`config.mk`:
```
export PLATFORM = sky130hd
export DESIGN_NAME = stack_exec_unit
export DESIGN_NICKNAME = d
export VERILOG_FILES = /design/src/rtl/stack_exec_unit.sv
export SDC_FILE = /design/constraint.sdc
export NUM_CORES = 1
export LEC_CHECK = 0
export ABC_AREA = 1
export BUFFER_PORTS_ARGS = -buffer_cell sky130_fd_sc_hd__buf_2
export CAP_MARGIN = 20
export CORE_AREA = 2 2 228 230
export CTS_CLUSTER_DIAMETER = 60
export DETAILED_ROUTE_END_ITERATION = 8
export DIE_AREA = 0 0 230 232
export PLACE_DENSITY = 0.63
export SKIP_CTS_REPAIR_TIMING = 1
export SLEW_MARGIN = 20
export SYNTH_ARGS = -nofsm -noshare
export SYNTH_HDL_FRONTEND = slang
export SYNTH_SLANG_ARGS = --single-unit
export TNS_END_PERCENT = 50
```
`constraint.sdc`:
```
create_clock -name clock -period 5.1 [get_ports clock]
set_input_delay 1.02 -clock clock [delete_from_list [all_inputs] [get_ports clock]]
set_output_delay 1.02 -clock clock [all_outputs]
set_load 0.02 [all_outputs]
```
`src/rtl/stack_exec_unit.sv`:
```
// Stack-machine execution unit: accepts one instruction per valid/ready handshake,
// executes it against a register-file stack, and reports PC, top-of-stack and depth.
module stack_exec_unit #(
  parameter  int WIDTH = 16,
  parameter  int DEPTH = 16,
  localparam int CW    = $clog2(DEPTH + 1)
) (
  input  logic             clock,
  input  logic             reset,
  input  logic             instr_valid,
  output logic             instr_ready,
  input  logic [WIDTH-1:0] instr,
  output logic [WIDTH-1:0] pc,
  output logic [WIDTH-1:0] tos,
  output logic [CW-1:0]    count,
  output logic             done,
  output logic             err_ovf,
  output logic             err_unf,
  output logic             err_ill,
  output logic             fault
);

  localparam int            AW    = $clog2(DEPTH);
  localparam int            SLOTS = 1 << AW;
  localparam logic [CW-1:0] FULL  = CW'(DEPTH);

  localparam logic [4:0] OP_PUSH = 5'd0;
  localparam logic [4:0] OP_POP  = 5'd1;
  localparam logic [4:0] OP_ADD  = 5'd2;
  localparam logic [4:0] OP_NEG  = 5'd3;
  localparam logic [4:0] OP_OR   = 5'd4;
  localparam logic [4:0] OP_NOT  = 5'd5;
  localparam logic [4:0] OP_CALL = 5'd6;
  localparam logic [4:0] OP_RET  = 5'd7;
  localparam logic [4:0] OP_DUP  = 5'd8;
  localparam logic [4:0] OP_SWAP = 5'd9;

  typedef enum logic {IDLE, EXEC} state_t;

  state_t state, state_next;

  logic        [WIDTH-1:0] stack_mem [SLOTS];
  logic        [WIDTH-1:0] instr_p0;

  logic        [4:0]       opcode;
  logic signed [WIDTH-1:0] imm;
  logic        [AW-1:0]    top_idx, sec_idx, push_idx;
  logic        [WIDTH-1:0] top_val, sec_val;
  logic                    has1, has2, full;

  logic                    wr0_en, wr1_en;
  logic        [AW-1:0]    wr0_idx, wr1_idx;
  logic        [WIDTH-1:0] wr0_data, wr1_data;
  logic        [CW-1:0]    count_next;
  logic        [WIDTH-1:0] pc_next;
  logic                    ovf, unf, ill;
  logic                    exec_now;

  function automatic logic signed [WIDTH-1:0] sext_imm(input logic [WIDTH-1:0] word);
    return {{5{word[WIDTH-6]}}, word[WIDTH-6:0]};
  endfunction

  // Control state
  always_ff @(posedge clock) begin
    if (reset) state <= IDLE;
    else       state <= state_next;
  end

  always_comb begin
    state_next  = state;
    instr_ready = 1'b0;
    case (state)
      IDLE: begin
        instr_ready = 1'b1;
        if (instr_valid) state_next = EXEC;
      end
      EXEC: state_next = IDLE;
    endcase
  end

  assign exec_now = (state == EXEC);

  // Stage p0: decode the latched instruction against the current stack
  assign opcode   = instr_p0[WIDTH-1:WIDTH-5];
  assign imm      = sext_imm(instr_p0);
  assign top_idx  = AW'(count - CW'(1));
  assign sec_idx  = AW'(count - CW'(2));
  assign push_idx = AW'(count);
  assign top_val  = stack_mem[top_idx];
  assign sec_val  = stack_mem[sec_idx];
  assign has1     = (count != '0);
  assign has2     = (count > CW'(1));
  assign full     = (count == FULL);

  always_comb begin
    wr0_en     = 1'b0;
    wr0_idx    = push_idx;
    wr0_data   = $unsigned(imm);
    wr1_en     = 1'b0;
    wr1_idx    = sec_idx;
    wr1_data   = top_val;
    count_next = count;
    pc_next    = pc + WIDTH'(1);
    ovf        = 1'b0;
    unf        = 1'b0;
    ill        = 1'b0;
    case (opcode)
      OP_PUSH: begin
        if (full) ovf = 1'b1;
        else begin
          wr0_en     = 1'b1;
          count_next = count + CW'(1);
        end
      end
      OP_POP: begin
        if (!has1) unf = 1'b1;
        else count_next = count - CW'(1);
      end
      OP_ADD, OP_OR: begin
        // Two pops and one push: net -1, so only underflow can occur
        if (!has2) unf = 1'b1;
        else begin
          wr0_en     = 1'b1;
          wr0_idx    = sec_idx;
          wr0_data   = (opcode == OP_ADD) ? (top_val + sec_val) : (top_val | sec_val);
          count_next = count - CW'(1);
        end
      end
      OP_NEG, OP_NOT: begin
        if (!has1) unf = 1'b1;
        else begin
          wr0_en   = 1'b1;
          wr0_idx  = top_idx;
          wr0_data = (opcode == OP_NEG) ? (~top_val + WIDTH'(1)) : ~top_val;
        end
      end
      OP_CALL: begin
        if (full) ovf = 1'b1;
        else begin
          wr0_en     = 1'b1;
          wr0_data   = pc + WIDTH'(1);
          count_next = count + CW'(1);
          pc_next    = pc + WIDTH'(1) + $unsigned(imm);
        end
      end
      OP_RET: begin
        if (!has1) unf = 1'b1;
        else begin
          count_next = count - CW'(1);
          pc_next    = top_val;
        end
      end
      OP_DUP: begin
        if (!has1) unf = 1'b1;
        else if (full) ovf = 1'b1;
        else begin
          wr0_en     = 1'b1;
          wr0_data   = top_val;
          count_next = count + CW'(1);
        end
      end
      OP_SWAP: begin
        if (!has2) unf = 1'b1;
        else begin
          wr0_en   = 1'b1;
          wr0_idx  = top_idx;
          wr0_data = sec_val;
          wr1_en   = 1'b1;
        end
      end
      default: ill = 1'b1;
    endcase
  end

  // Stage p1: commit architectural state and status pulses
  always_ff @(posedge clock) begin
    if (reset) begin
      pc      <= '0;
      count   <= '0;
      done    <= 1'b0;
      err_ovf <= 1'b0;
      err_unf <= 1'b0;
      err_ill <= 1'b0;
      fault   <= 1'b0;
    end else begin
      done    <= exec_now;
      err_ovf <= exec_now & ovf;
      err_unf <= exec_now & unf;
      err_ill <= exec_now & ill;
      fault   <= fault | (exec_now & (ovf | unf | ill));
      if (exec_now) begin
        pc    <= pc_next;
        count <= count_next;
      end
    end
  end

  // Data storage is not reset; an aborted instruction must still not write
  always_ff @(posedge clock) begin
    if (state == IDLE && instr_valid) instr_p0 <= instr;
    if (exec_now && !reset) begin
      if (wr0_en) stack_mem[wr0_idx] <= wr0_data;
      if (wr1_en) stack_mem[wr1_idx] <= wr1_data;
    end
  end

  assign tos = has1 ? top_val : '0;

endmodule

```
Word-level counts from Yosys, hierarchy flattened. Memory sizes are Yosys's and may differ from the RTL's. Index checks and enable logic that the tools add are counted.

Bits in registers: 43. Output and inout port bits: 43. Logic and storage cells: 99. Memories: 1. RAM bits: 256. Input bits: 19.

Muxes and demuxes: 44. Eq/ne operators: 13. Reductions and logical operators: 14. $add $sub $neg: 7. Bitwise gates (word level): 10. $lt $le $gt $ge: 1.

Memories: stack_mem (depth 16, width 16, rd ports 2, clocked after Yosys merged registers in 0, write ports 2, RTL line 42) `logic [WIDTH-1:0] stack_mem [SLOTS];`.

Operators by type and width (number): two-way mux 16 bit (11); case mux 16 bit (5 select lines) (1); adder 16 x 1 -> 16 bit (second input constant) (2); adder 16 bit (2); case mux 16 bit (2 select lines) (1); == test 5 x 3 -> 1 bit (second input constant) (4); two-way mux 5 bit (4); case mux 5 bit (4 select lines) (1); two-way mux 1 bit (18); inverter 16 bit (1); OR 16 bit (1); two-way mux 4 bit (3); case mux 4 bit (3 select lines) (1); == test 5 x 2 -> 1 bit (second input constant) (2); == test 5 x 4 -> 1 bit (second input constant) (2); OR reduction 10 bit (1); OR reduction 2 bit (4); case mux 1 bit (2 select lines) (3); adder 5 x 1 -> 5 bit (second input constant) (1); == test 5 x 1 -> 1 bit (second input constant) (1); == test 5 bit (second input constant) (1); > comparator 5 x 1 -> 1 bit (second input constant) (1); zero test 5 bit (1); AND reduction 5 bit (1); other kinds (14) (21).

Depth between registers and ports, before layout.
Depth after elaboration: 8. Depth in mapped cells: 32. Gate-level depth less buffers: 26.

Worst setup path before layout. No wires, ideal clock.

Kind: flip-flop to flip-flop. Start: reg count[1]. End: mem stack_mem[5][13], data pin. Setup time: 0.252 ns. Data required time: 4.848 ns. Slack: 0.291 ns. Path buffers: 9. Arrival time: 4.557 ns. Stages on the path, launching flop included: 31. Clock period less this slack: 4.809 ns. Cells stage by stage: dfxtp_1 -> clkbuf_1 -> inv_2 -> buf_2 -> buf_4 -> buf_4 -> ha_1 -> inv_1 -> buf_2 -> buf_2 -> nand3_1 -> nand3_1 -> nand3_1 -> nand2_2 -> inv_1 -> clkbuf_1 -> clkbuf_1 -> ha_1 -> a21oi_1 -> inv_1 -> a31oi_1 -> nor3_1 -> a211oi_1 -> nand3b_1 -> nand3_1 -> nand2_1 -> nand2_1 -> nand3_4 -> buf_4 -> nand2_1 -> nand2_1.

RTL lines: start, declared (RTL line 15) `output logic [CW-1:0] count,`; start signal, assigned (RTL line 193) `count <= count_next;`; end, declared (RTL line 42).

==> results.md <==
* Seq/Total Area, Yosys at 0.385
* Drt first-iter violations at 2401
* Final HPWL from detailed placement at 56600 um
* Width of the die at 230 um
* Number of global-route vias before repair at 21480
* EDFF count, synth at 272
* I/O pins at 62
* Hold slack at 0.479 ns
* Antenna cell count at 0
* Hold wc startpoint: fault
* Peak Freq at 215 MHz
* GRT Total Usage at 0.300
* Relative slew slack at 0.274
* Final std cells w/o fill at 3935
* CP cell instances: inv_6 > ha_4 > inv_1 > buf_12 > nand3_1 > nand3_1 > nand3_1 > nand2_1 > clkinv_1 > ha_1 > a21oi_1 > inv_1 > a31oi_1 > nor3_1 > a211oi_1 > nand3b_1 > nand3_1 > nand2_1 > nand2_1 > nand3_4 > nand2_1 > nand2_1
* Crit path top cell by count: nand2_1
* # fillers at 5087
* Synth area leaders: edfxtp_1, nand2_1, nand3_1
* RSZ-0062 raised after global routing: false
* CP Depth at 22
* Cell family with most CP delay: simple AND/OR/NAND/NOR gates
* Internal cell power at 0.00478 W
* Most frequent cells in the layout: nand2_1, nand3_1, edfxtp_1, inv_1, o21ai_0
* Layout cells sized above 1 at 0.0955
* Clock slew at reported path FFs at 0.06 ns
* Worst Setup End Kind: flip-flop
* Routed len/inst at 20.6 um
* Bufs and invs on worst path at 5
* Kind of critical path: flip-flop to flip-flop
* Latest clock arrival within the worst-skew pair at 0.58 ns
* Final worst path period share at 0.910
* Most common cell after layout, fill and taps aside: nand2_1
* Critical Path AT at 4.95 ns
* Vias at 22783
* Min cycle time layout at 4.64 ns
* Row cnt at 83
* Register area at 0.00871 mm2
* Mapped Cells at 3244
* GP Congestion at 0.970
* Slowest CP cell: inv_1
* Max clock buf depth at 3
* CTS tree: built
* Yosys top cell area share at 0.361
* P per Cell Area at 295 mW/mm2
* Core box area at 0.0509 mm2
* Area after DPL at 0.0234 mm2
* Routed WL at 81200 um
* Antenna violations before repair at 0
* Clock skew at 0.0296 ns
* Clk sinks at 299
* Die span in y at 232 um
* H-tree levels at 2
* Switch Pwr at 0.00247 W
* Die area at 0.0534 mm2
* Nets@finish at 3300
* Syn nets at 3318
* Synth Register Bits at 299
* Synth Cell Area at 0.0226 mm2
* Final antenna-violating net count at 0
* Pre-CTS setup slack at 0.557 ns
* Post-synth ARST share at 0
* CP Launch Point: count[0]
* Worst slew pin tran at 1.08 ns
* CTS buffer count at 37
* Synth unique cells at 56
* Worst Hold Class: flip-flop to flip-flop
* Max-cap viol count at 0
* Initial Util at 0.445
* Placed cells at 3867
* Status: complete, no violations
* Multi-input gate area at 0.0117 mm2
* Final instance area at 0.0246 mm2
* Drt drc at 0
* Combinational share of power at 0.251
* CP Launch Type: flip-flop
* Hold path depth at 2
* Root buffer cell: clkbuf_16
* Cells on worst reg2reg path at 22
* TritonRoute pass-1 iters at 7
* Mean Syn Cell Area at 6.97 um2
* Top FF cell, synth: edfxtp_1
* CP required at 5.41 ns
* Setup_tns at 0 ns
* Fin. max-slew vios at 0
* PortBufs at 61
* VDD IR max at 233 uV
* Area leader, netlist: edfxtp_1
* Vias/cell at 5.79
* Final hold vios at 0
* Clock power share at 0.369
* Global-route wire length before repair at 124000 um
* Overflow after GRT at 0
* Synth Warn # at 0
* Leak pwr at 10.9 nW
* Crit path max fanout at 17
* Final setup margin at 0.458 ns
* Area grow syn2layout at 8.71%
* Sequential power share at 0.380
* Reg2reg start: count[0]
* CP max stage delay at 0.52 ns
* Largest net degree at the start of global routing at 154
* Setup-failing EPs final at 0
* Sw Share at 0.341
==> stage by stage <==
| stage | total power, W | utilization |
|---|---|---|
| floorplan | 0.00404 | - |
| global placement | 0.00455 | 0.459 |
| detailed placement | 0.00458 | 0.460 |
| CTS | 0.00723 | 0.483 |
| global route | 0.00754 | 0.483 |
| finish | 0.00725 | 0.483 |
==> Yosys cell counts, types with 17 or more instances <==
cell	n
inv_1	266
buf_4	43
buf_2	68
ha_1	54
nor3_2	17
o211ai_1	43
nor2_1	180
o21ai_0	240
a21oi_1	176
nand2_1	1231
inv_2	33
clkbuf_1	58
dfxtp_1	27
nand3_1	281
edfxtp_1	272
o21ai_1	23
==> kinds of logic after synthesis <==
family / count (synthesis) / share of synthesized area
AO/OA/AOI/OAI: 567 / 0.142
XOR/XNOR: 18 / 0.00697
buffers and inverters: 499 / 0.0986
AND/OR/NAND/NOR: 1806 / 0.337
adder cells (fa/ha/maj): 55 / 0.0308
flip-flops: 299 / 0.385
==> area by class of cell <==
type                            count  share of cell area
Sequential cell                   299               0.354
Clock buffer                       43              0.0403
Tap cell                          680              0.0346
Timing Repair Buffer              134              0.0372
Multi-Input combinational cell   2446               0.477
Clock inverter                     25             0.00885
Inverter                          308              0.0475
==> worst reg2reg max path, stage by stage, from the launching register on <==
cell	delay, ns
dfxtp_4	0.46
inv_6	0.07
ha_4	0.28
inv_1	0.53
buf_12	0.26
nand3_1	0.11
nand3_1	0.07
nand3_1	0.15
nand2_1	0.30
clkinv_1	0.15
ha_1	0.37
a21oi_1	0.17
inv_1	0.08
a31oi_1	0.25
nor3_1	0.10
a211oi_1	0.26
nand3b_1	0.12
nand3_1	0.12
nand2_1	0.06
nand2_1	0.10
nand3_4	0.22
nand2_1	0.13
nand2_1	0.05
==> path summary, 6_finish.rpt <==
| check | slack [ns] | to |
|---|---|---|
| worst max-delay path | 0.46 | stack_mem[4][13] |
| worst max register to register | 0.46 | stack_mem[4][13] |
| worst min register to register | 0.48 | fault |
| worst min-delay path | 0.48 | fault |
==> registers in the layout (all words and copies together), names as in the netlist <==
signal,flops
err_ovf,1
done,1
instr_p0,16
count,5
pc,16
err_ill,1
exec_now,1
stack_mem,256
err_unf,1
fault,1
==> power groups by stage <==
stage / clock [W] / sequential [W] / combinational (W)
floorplan: 0 / 0.00281 / 0.00123
global placement: 0 / 0.00281 / 0.00174
detailed placement: 0 / 0.00281 / 0.00177
CTS: 0.00270 / 0.00276 / 0.00178
global route: 0.00279 / 0.00276 / 0.00200
finish: 0.00268 / 0.00276 / 0.00182
==> layer usage <==
layer  share of wire  wire length (um)  track usage
met1            0.38             31200        0.376
met2            0.48             38600        0.510
met3            0.11              8570       0.0569
met4           0.035              2820        0.119
met5               0                 0            0
Power figures use the tool's default switching activity.
